--- config.mk ---
export PLATFORM = sky130hd
export DESIGN_NAME = digit_shift_engine
export DESIGN_NICKNAME = d
export VERILOG_FILES = /design/src/rtl/display_pkg.sv /design/src/rtl/digit_step_comb.sv /design/src/rtl/digit_shift_engine.sv
export SDC_FILE = /design/constraint.sdc
export NUM_CORES = 1
export LEC_CHECK = 0
export CAP_MARGIN = 20
export CORE_ASPECT_RATIO = 1.2
export CORE_MARGIN = 4
export CORE_UTILIZATION = 48
export DETAILED_ROUTE_END_ITERATION = 8
export GPL_TIMING_DRIVEN = 0
export PLACE_DENSITY_LB_ADDON = 0.3
export SYNTH_ARGS = -nofsm -noshare
export SYNTH_HDL_FRONTEND = slang
export SYNTH_SLANG_ARGS = --single-unit
--- constraint.sdc ---
create_clock -name clk -period 1.9 [get_ports clk]
set_input_delay 0.38 -clock clk [delete_from_list [all_inputs] [get_ports clk]]
set_output_delay 0.38 -clock clk [all_outputs]
set_load 0.1 [all_outputs]
--- src/rtl/display_pkg.sv ---
// Shared definitions for the display datapath: step-mode encoding and
// the shift engine's run-control state type.
package display_pkg;

  localparam int unsigned MODE_W = 3;

  typedef logic [MODE_W-1:0] mode_t;

  localparam mode_t MODE_HOLD  = 3'd0;
  localparam mode_t MODE_ZERO  = 3'd1;
  localparam mode_t MODE_FILL  = 3'd2;
  localparam mode_t MODE_ARITH = 3'd3;
  localparam mode_t MODE_ROT   = 3'd4;

  typedef enum logic [1:0] {
    ST_IDLE = 2'd0,
    ST_RUN  = 2'd1,
    ST_DONE = 2'd2
  } state_t;

endpackage

--- src/rtl/digit_step_comb.sv ---
// Combinational one-digit step: computes the next digit vector for a single
// shift/rotate operation. Digits are treated as opaque DW-bit fields.
module digit_step_comb
  import display_pkg::*;
#(
  parameter int unsigned DIGITS = 4,
  parameter int unsigned DW     = 4
) (
  input  logic [DIGITS*DW-1:0] q,
  input  logic [MODE_W-1:0]    mode,
  input  logic                 dir,
  input  logic [DW-1:0]        fill,
  output logic [DIGITS*DW-1:0] q_nxt_c
);

  localparam int unsigned TOP = DIGITS - 1;

  logic [DW-1:0] ins_up_c;
  logic [DW-1:0] ins_dn_c;
  logic          shift_en_c;

  // Digit entering at index 0 (dir=1) or at index TOP (dir=0)
  always_comb begin
    ins_up_c   = '0;
    ins_dn_c   = '0;
    shift_en_c = 1'b1;
    case (mode)
      MODE_ZERO: begin
        ins_up_c = '0;
        ins_dn_c = '0;
      end
      MODE_FILL: begin
        ins_up_c = fill;
        ins_dn_c = fill;
      end
      MODE_ARITH: begin
        ins_up_c = q[0 +: DW];
        ins_dn_c = q[TOP*DW +: DW];
      end
      MODE_ROT: begin
        ins_up_c = q[TOP*DW +: DW];
        ins_dn_c = q[0 +: DW];
      end
      default: shift_en_c = 1'b0;
    endcase
  end

  for (genvar i = 0; i < DIGITS; i++) begin : g_digit
    logic [DW-1:0] up_src;
    logic [DW-1:0] dn_src;

    if (i == 0) begin : g_up_edge
      assign up_src = ins_up_c;
    end else begin : g_up_mid
      assign up_src = q[(i-1)*DW +: DW];
    end

    if (i == TOP) begin : g_dn_edge
      assign dn_src = ins_dn_c;
    end else begin : g_dn_mid
      assign dn_src = q[(i+1)*DW +: DW];
    end

    assign q_nxt_c[i*DW +: DW] = !shift_en_c ? q[i*DW +: DW]
                               : (dir ? up_src : dn_src);
  end

endmodule

--- src/rtl/digit_shift_engine.sv ---
// N-digit shift/rotate register for the segment display path, stepped by
// divider ticks under a start/busy/done run controller.
module digit_shift_engine
  import display_pkg::*;
#(
  parameter int unsigned              DIGITS        = 4,
  parameter int unsigned              DW            = 4,
  parameter int unsigned              STEP_W        = 8,
  parameter logic [DIGITS*DW-1:0]     RESET_PATTERN = 'h0101
) (
  input  logic                 clk,
  input  logic                 rst,
  input  logic                 tick,
  input  logic [MODE_W-1:0]    mode,
  input  logic                 dir,
  input  logic [DW-1:0]        fill,
  input  logic                 load,
  input  logic [DIGITS*DW-1:0] load_data,
  input  logic                 start,
  input  logic                 abort,
  input  logic [STEP_W-1:0]    steps,
  output logic [DIGITS*DW-1:0] q,
  output logic                 busy,
  output logic                 done
);

  localparam int unsigned QW = DIGITS * DW;

  state_t            state, state_nxt;
  logic [STEP_W-1:0] cnt, cnt_nxt;
  logic [MODE_W-1:0] mode_l, mode_nxt;
  logic              dir_l, dir_nxt;
  logic [DW-1:0]     fill_l, fill_nxt;
  logic [QW-1:0]     q_nxt;
  logic              busy_nxt;
  logic              done_nxt;
  logic [QW-1:0]     step_q_c;

  digit_step_comb #(
    .DIGITS (DIGITS),
    .DW     (DW)
  ) u_step (
    .q       (q),
    .mode    (mode_l),
    .dir     (dir_l),
    .fill    (fill_l),
    .q_nxt_c (step_q_c)
  );

  // State and datapath registers
  always_ff @(posedge clk or posedge rst) begin
    if (rst) begin
      state  <= ST_IDLE;
      cnt    <= '0;
      mode_l <= MODE_HOLD;
      dir_l  <= 1'b0;
      fill_l <= '0;
      q      <= RESET_PATTERN;
      busy   <= 1'b0;
      done   <= 1'b0;
    end else begin
      state  <= state_nxt;
      cnt    <= cnt_nxt;
      mode_l <= mode_nxt;
      dir_l  <= dir_nxt;
      fill_l <= fill_nxt;
      q      <= q_nxt;
      busy   <= busy_nxt;
      done   <= done_nxt;
    end
  end

  // Next-state and next-output logic; busy/done track the state being entered
  always_comb begin
    state_nxt = state;
    cnt_nxt   = cnt;
    mode_nxt  = mode_l;
    dir_nxt   = dir_l;
    fill_nxt  = fill_l;
    q_nxt     = q;
    busy_nxt  = 1'b0;
    done_nxt  = 1'b0;

    case (state)
      ST_IDLE: begin
        if (load) begin
          q_nxt = load_data;
        end else if (start) begin
          mode_nxt = mode;
          dir_nxt  = dir;
          fill_nxt = fill;
          cnt_nxt  = steps;
          if (steps == '0) begin
            state_nxt = ST_DONE;
            done_nxt  = 1'b1;
          end else begin
            state_nxt = ST_RUN;
            busy_nxt  = 1'b1;
          end
        end
      end

      ST_RUN: begin
        busy_nxt = 1'b1;
        if (abort) begin
          state_nxt = ST_IDLE;
          busy_nxt  = 1'b0;
        end else if (tick) begin
          q_nxt   = step_q_c;
          cnt_nxt = cnt - STEP_W'(1);
          if (cnt == STEP_W'(1)) begin
            state_nxt = ST_DONE;
            busy_nxt  = 1'b0;
            done_nxt  = 1'b1;
          end
        end
      end

      ST_DONE: begin
        state_nxt = ST_IDLE;
      end

      default: begin
        state_nxt = ST_IDLE;
      end
    endcase
  end

endmodule

==> reports/summary.txt, run 1 <==
RUN STATUS
----------------------------------------------------------------------------------------
Outcome ................................................................... finished, final reports clean

LAYOUT
----------------------------------------------------------------------------------------
Layout overhead on the synthesized area ...................................       35.49%
Non-filler instance count after layout ....................................          341
Most common cell after layout, fill and taps aside ........................ clkdlybuf4s50_1
Final #Nets ...............................................................          324
Top library cells by usage in the layout, fill and taps aside ............. clkdlybuf4s50_1 (37), dfrtp_1 (34), nor2_1 (28)
Number of diodes added for antenna fixing .................................            0
Layout cell share with drive strength beyond 1 ............................       0.1474

SETUP PATH
----------------------------------------------------------------------------------------
R2R depth .................................................................            4
Total buffers and inverters traversed by the critical path ................            1
Crit path kind ............................................................   reg -> out
End of the worst register-to-register path ................................ fill_l[2]$_DFFE_PP0P_
Worst Setup Start Kind ....................................................     register
Data arrival, critical path ...............................................      1.47 ns
Top delay family on crit path ............................................. buffers and inverters
CP Data Required Time .....................................................      1.52 ns
Reg2Reg Setup Slack .......................................................      0.18 ns
Delay of the slowest cell on the worst path ...............................      0.85 ns
Crit Reg-Reg Startpoint ................................................... state[0]$_DFFE_PP0P_
Kind of capture point of the worst setup path .............................  output port
Standard cell with the maximum stage delay on the critical path ........... dlygate4sd2_1
Top fanout value on the critical path .....................................            1
Cell depth of the worst setup path ........................................            1
Worst-path cell chain ..................................................... dlygate4sd2_1

TIMING
----------------------------------------------------------------------------------------
Final setup violating endpoints ...........................................            0
Worst hold slack ..........................................................    0.4509 ns
Timing-limited maximum frequency ..........................................   0.5408 GHz
Period utilisation layout .................................................       0.9732
Minimum clock period after layout .........................................     1.849 ns
Final clock skew ..........................................................  0.004292 ns
Worst path setup slack after routing ......................................   0.05090 ns
Worst rel slew slack ......................................................       0.3652
Measured slew at the worst slew-check pin .................................    0.9560 ns
Max Transition Viols Final ................................................            0
Final number of hold-violating endpoints ..................................            0
Setup repair after global routing missed its margin .......................           no

JOB
----------------------------------------------------------------------------------------
Number of max-cap violations ..............................................            0

CLOCKING
----------------------------------------------------------------------------------------
Number of buffers added by the clock tree synthesis step ..................            5
Clock insertion delay at the later pin of the skew report .................      0.28 ns
CTS tree ..................................................................          yes
Clock tree root driver cell ...............................................     clkbuf_8
TritonCTS Sinks ...........................................................           36
Clock-pin transition on the worst setup and hold timing paths .............      0.07 ns
H-tree levels .............................................................            2
Max Root-Sink Buffers .....................................................            2
Number of hold buffers added after CTS ....................................            0

DRT
----------------------------------------------------------------------------------------
Number of search-and-repair iterations in the first detailed-routing pass .            5
Number of DRC markers in iteration 0 ......................................          226
Final ANT Viol Nets .......................................................            0
Detailed-route via count ..................................................         2040
Overall routed net length .................................................      5770 um
Via-per-instance ratio ....................................................        5.982
Count of unresolved DRC violations after routing ..........................            0
Mean routed wirelength per cell ...........................................     16.92 um

YOSYS
----------------------------------------------------------------------------------------
Top_reg_cell synth ........................................................      dfrtp_1
Post-synth EDFFs ..........................................................            0
Unique masters post-synth .................................................           46
Proportion of synthesized flip-flops having asynchronous set or reset .....        1.000
Combined area of all synthesized cells ....................................    2108 um^2
Synth Warn # ..............................................................            0
Count of state elements after synthesis ...................................           36
Post-synthesis sequential area ratio ......................................       0.4285
Synth Net Count ...........................................................          261
Syn Inst Count ............................................................          221
Synthesized area per cell .................................................   9.540 um^2

POWER
----------------------------------------------------------------------------------------
Worst IR drop on VDD ......................................................  0.0005440 V
Internal power contribution ...............................................     1.904 mW
Combinational cell fraction of total power ................................        0.540
Leakage Power .............................................................     1.165 nW
Post-route total power ....................................................     3.996 mW
Sw Ratio ..................................................................       0.5234
Part of the power in registers ............................................        0.327
Switching pwr .............................................................     2.091 mW
Power Dens Cells .......................................................... 1399 nW/um^2
Clock Power Share .........................................................        0.134

GRT
----------------------------------------------------------------------------------------
Via count of the first global-routing pass ................................         2043
Aggregate global-route resource usage .....................................       0.2221
Largest net degree at the start of global routing .........................           24
Number of antenna violations at the first check in global routing .........            0
Wire length of the first global-routing pass ..............................      9418 um
Overall overflow remaining after global route .............................            0

FLOORPLANNING
----------------------------------------------------------------------------------------
Number of I/O pins ........................................................           56
DIE HEIGHT ................................................................     80.60 um
Initial cell density of the core ..........................................       0.4947
Number of core rows .......................................................           26
Total die area ............................................................    5521 um^2
Floorplan Core Area .......................................................    4262 um^2
Width of the die ..........................................................     68.50 um

PLACE
----------------------------------------------------------------------------------------
Cell count after placement ................................................          333
Post-placement worst setup slack ..........................................   -0.2017 ns
Final RePlAce weighted congestion .........................................       0.8781
DPL Wire Length ...........................................................      4275 um
Number of input and output port buffers inserted ..........................           55

MIN PATH
----------------------------------------------------------------------------------------
HP Class ..................................................................  in -> async

## routing by layer
| metal | track usage | share of wire | wire length [um] | vias to the layer above |
|---|---|---|---|---|
| li1 | - | - | - | 961 |
| met1 | 0.2682 | 0.40 | 2330 | 983 |
| met2 | 0.3964 | 0.51 | 2953 | 85 |
| met3 | 0.03357 | 0.070 | 402 | 11 |
| met4 | 0.06163 | 0.014 | 83 | 0 |
| met5 | 0 | 0 | 0 | - |
## layout make-up
type / count / area (um^2)
sequential: 36 / 903.4
buffer: 15 / 80.08
clock inverter: 1 / 5.005
tap: 56 / 70.07
timing repair buffer: 56 / 595.6
clock buffer: 7 / 76.32
inverter: 5 / 18.77
fill: 365 / 1405
multi-input combinational: 165 / 1107
## cells in the mapped netlist (all sizes together) (4+ instances only)
cell | number | share of area
buf | 9 | 0.027
clkbuf | 6 | 0.011
a221oi | 8 | 0.033
dfrtp | 34 | 0.40
o21ai | 27 | 0.066
nand2 | 5 | 0.0089
o31ai | 16 | 0.057
a22o | 10 | 0.042
nor3 | 4 | 0.0095
nor2 | 28 | 0.050
a21oi | 15 | 0.041
mux2 | 7 | 0.037
mux2i | 8 | 0.038
inv | 5 | 0.0089
## worst max-delay path by stage
stage	from	endpoint	slack, ns
2_1_floorplan	q[12]$_DFFE_PP0P_	q[0]$_DFFE_PP1P_	0.33
3_3_place_gp	start	fill_l[3]$_DFFE_PP0P_	-0.18
3_5_place_dp	start	fill_l[2]$_DFFE_PP0P_	-0.20
4_1_cts	done$_DFF_PP0_	done	0.04
5_1_grt	done$_DFF_PP0_	done	0.005
6_report	done$_DFF_PP0_	done	0.05
## cells by family after synthesis
| logic type | Yosys count | synth area share |
|---|---|---|
| flip-flops | 36 | 0.4285 |
| adder cells (fa/ha/maj) | 2 | 0.01187 |
| AND/OR/NAND/NOR | 58 | 0.1424 |
| multiplexers | 15 | 0.07537 |
| AO/OA/AOI/OAI | 90 | 0.2956 |
| buffers and inverters | 20 | 0.04629 |
## flip-flops by register name, summed over array words and instances (netlist names)
name / count
fill_l: 4
q: 16
state: 2
cnt: 8
dir_l: 1
done: 1
mode_l: 3
busy: 1
## power groups by stage
stage	Combinational, mW	Sequential [mW]	Clock, mW
after floorplan	0.736	2.16	0
after global placement	2.16	1.31	0
after detailed placement	2.19	1.31	0
after CTS	2.16	1.30	0.539
after global routing	2.29	1.33	0.579
final	2.16	1.30	0.534
## per-stage QoR
step | instance area, um^2 | utilization | setup TNS, ns
4_1_cts | 2855 | 0.6700 | 0
3_3_place_gp | 2729 | 0.6403 | -6.560
2_1_floorplan | 2108 | - | 0
5_1_grt | 2856 | 0.6703 | 0
3_5_place_dp | 2756 | 0.6468 | -3.259
6_report | 2856 | 0.6703 | 0
## repair_timing
action	CTS	global route
gates cloned	0	0
gates resized for setup	50	2
setup endpoints to repair	18	1
buffers inserted	0	0
(Power assumes the default switching activity.)
==> run 2, diff against run 1 <==
Settings changed: CAP_MARGIN 20 to unset.
==> results of run 2 <==
The final DEF is identical to that of run 1; final timing and power are the same.
==> run 3, diff against run 2 <==
Settings changed: CORE_UTILIZATION 48 to 50.
Clock period 1.9 ns to 2.15 ns, I/O delays scaled along.
==> run 3 against run 2 <==
  * Core utilization up 2.5 points
  * Register-to-register slack better by 0.28 ns
  * Clock-buffer cell count unchanged
  * Worst setup slack worse by 0.0086 ns
  * Die area down 3.6%
  * Worst hold slack better by 0.068 ns
  * Wire length up 0.50%
  * Clock power down 11%
  * Critical path type unchanged
  * Largest cell class unchanged
==> reports/summary.txt, run 3 (same netlist as run 1, synthesis figures left out) <==
RUN STATUS
----------------------------------------------------------------------------------------
Outcome ................................................................... finished, final reports clean

SETUP PATH
----------------------------------------------------------------------------------------
Top delay family on crit path ............................................. buffers and inverters
Total buffers and inverters traversed by the critical path ................            1   unchanged
Critical path endpoint ....................................................         q[8]
CP Data Required Time .....................................................      1.72 ns   +0.20 ns
R2R depth .................................................................            4   unchanged
Crit path kind ............................................................   reg -> out
Reg2Reg Setup Slack .......................................................      0.46 ns   +0.28 ns
Standard cell with the maximum stage delay on the critical path ........... clkdlybuf4s15_1
Top fanout value on the critical path .....................................            4   +3
Crit Reg-Reg Startpoint ................................................... state[0]$_DFFE_PP0P_
Kind of capture point of the worst setup path .............................  output port
Worst-path cell chain ..................................................... clkdlybuf4s15_1
Delay of the slowest cell on the worst path ...............................      0.83 ns   -0.02 ns
Worst Setup Start Kind ....................................................     register
Cell depth of the worst setup path ........................................            1   unchanged
Launching element of the worst setup path ................................. q[8]$_DFFE_PP1P_
End of the worst register-to-register path ................................ fill_l[2]$_DFFE_PP0P_
Data arrival, critical path ...............................................      1.68 ns   +0.21 ns

CLOCKING
----------------------------------------------------------------------------------------
Number of buffers added by the clock tree synthesis step ..................            5   unchanged
Clock-pin transition on the worst setup and hold timing paths .............      0.07 ns   about the same
Clock insertion delay at the later pin of the skew report .................      0.29 ns   about the same
H-tree levels .............................................................            2   unchanged
Clock tree root driver cell ...............................................     clkbuf_8
Max Root-Sink Buffers .....................................................            2   unchanged
CTS tree ..................................................................          yes
TritonCTS Sinks ...........................................................           36   unchanged

POWER
----------------------------------------------------------------------------------------
Post-route total power ....................................................     3.476 mW   -13%
Power Dens Cells .......................................................... 1249 nW/um^2   -11%
Leakage Power .............................................................     1.172 nW   +0.61%
Worst IR drop on VDD ......................................................  0.0004832 V   -11%

DRT
----------------------------------------------------------------------------------------
Count of unresolved DRC violations after routing ..........................            0   unchanged
Final ANT Viol Nets .......................................................            0   unchanged
Via-per-instance ratio ....................................................        6.095   +1.9%
Detailed-route via count ..................................................         2060   +0.98%
Mean routed wirelength per cell ...........................................     17.16 um   +1.4%
Number of DRC markers in iteration 0 ......................................          178   -21%
Overall routed net length .................................................      5799 um   +0.50%
Number of search-and-repair iterations in the first detailed-routing pass .            4   -1

LAYOUT
----------------------------------------------------------------------------------------
Flip-flop count of the largest register after layout ......................           16   unchanged
Layout overhead on the synthesized area ...................................       31.99%
Multi-input gate area .....................................................    1107 um^2   unchanged
Layout cell share with drive strength beyond 1 ............................      0.09155   -0.05582
Top register by number of flip-flops ......................................            q
Most common cell after layout, fill and taps aside ........................ clkdlybuf4s50_1
Flip-flop and latch area ..................................................   903.4 um^2   unchanged
# fillers .................................................................          346   -5.2%
Top library cells by usage in the layout, fill and taps aside ............. clkdlybuf4s50_1 (37), dfrtp_1 (34), nor2_1 (28)
Non-filler instance count after layout ....................................          338   -0.88%
Final #Nets ...............................................................          323   -0.31%
Largest registers ranked by flip-flop count ............................... q x16, cnt x8, fill_l x4
Number of diodes added for antenna fixing .................................            0   unchanged

TIMING
----------------------------------------------------------------------------------------
Final setup violating endpoints ...........................................            0   unchanged
Final clock skew ..........................................................  0.007701 ns   +0.003408 ns
Timing-limited maximum frequency ..........................................   0.4745 GHz
Measured slew at the worst slew-check pin .................................    0.9827 ns   +0.02671 ns
Minimum clock period after layout .........................................     2.108 ns
Final number of hold-violating endpoints ..................................            0   unchanged
Worst rel slew slack ......................................................       0.3474   -0.01773
Aggregate negative setup slack ............................................         0 ns   unchanged
Period utilisation layout .................................................       0.9803
Setup repair after global routing missed its margin .......................           no
Worst hold slack ..........................................................    0.5185 ns   +0.06759 ns
Max Transition Viols Final ................................................            0   unchanged

FLOORPLANNING
----------------------------------------------------------------------------------------
Floorplan Core Area .......................................................    4004 um^2   -6.0%
Width of the die ..........................................................     67.28 um   -1.8%
DIE HEIGHT ................................................................     79.13 um   -1.8%
Number of core rows .......................................................           25   -3.8%
Initial cell density of the core ..........................................       0.5266   +0.03185
Total die area ............................................................    5323 um^2   -3.6%
Number of I/O pins ........................................................           56   unchanged

PLACE
----------------------------------------------------------------------------------------
Number of input and output port buffers inserted ..........................           55   unchanged
DPL Wire Length ...........................................................      4238 um   -0.86%
Final RePlAce weighted congestion .........................................       0.8899   +1.3%
Cell count after placement ................................................          330   -0.90%

JOB
----------------------------------------------------------------------------------------
Number of max-cap violations ..............................................            0   unchanged

MIN PATH
----------------------------------------------------------------------------------------
Hold Startpoint ........................................................... fill_l[0]$_DFFE_PP0P_
HP Class ..................................................................   reg -> reg

GRT
----------------------------------------------------------------------------------------
Via count of the first global-routing pass ................................         2062   +0.93%
Largest net degree at the start of global routing .........................           37   +54%
Number of antenna violations at the first check in global routing .........            0   unchanged
Wire length of the first global-routing pass ..............................      9694 um   +2.9%
Overall overflow remaining after global route .............................            0   unchanged
Aggregate global-route resource usage .....................................       0.2364   +0.01439

[run 3: cell types whose count changed in the layout (fill, tap and decap cells not counted), sizes merged]
cell	change
buf	-1
dlygate4sd2	+14
clkdlybuf4s15	-15
clkbuf	+1
[run 3: how the worst min path moves through the flow]
stage	endpoint	slack, ns	cells after the start
3_5_place_dp	cnt[7]$_DFFE_PP0P_	0.50	1
6_report	fill_l[0]$_DFFE_PP0P_	0.52	1
5_1_grt	cnt[7]$_DFFE_PP0P_	0.55	1
2_1_floorplan	cnt[7]$_DFFE_PP0P_	0.47	1
3_3_place_gp	fill_l[0]$_DFFE_PP0P_	0.50	1
4_1_cts	fill_l[0]$_DFFE_PP0P_	0.52	1
[run 3: where the power goes]
group,internal (mW),switching (mW)
Sequential,0.892,0.252
Combinational,0.510,1.35
Clock,0.228,0.245
Total,1.63,1.85
[run 3: cell type report]
type,instances,share of cell area
inverter,5,0.006745
buffer,15,0.02833
sequential,36,0.3246
timing repair buffer,55,0.1888
clock inverter,1,0.001799
tap,54,0.02428
clock buffer,7,0.02743
multi-input combinational,165,0.3979
[run 3: per-stage QoR]
| stage | area (um^2) | util | setup slack (ns) |
|---|---|---|---|
| after detailed placement | 2726 | 0.6809 | -0.001351 |
| after global routing | 2783 | 0.6950 | 0.004714 |
| final | 2783 | 0.6950 | 0.04232 |
| after floorplan | 2108 | - | 0.5579 |
| after CTS | 2788 | 0.6963 | 0.008903 |
| after global placement | 2726 | 0.6809 | 0.01464 |
[run 3: metal layers]
layer	vias to the layer above	part of all wire	track usage
met4	0	0.027	0.08722
li1	963	-	-
met2	93	0.50	0.4022
met3	19	0.068	0.04385
met5	-	0	0
met1	985	0.40	0.2924
[run 3: timing repair]
item / in CTS / in global routing
setup endpoints to repair: 18 / 1
setup buffers: 0 / 0
hold buffers: 0 / 0
resized for setup: 20 / 1
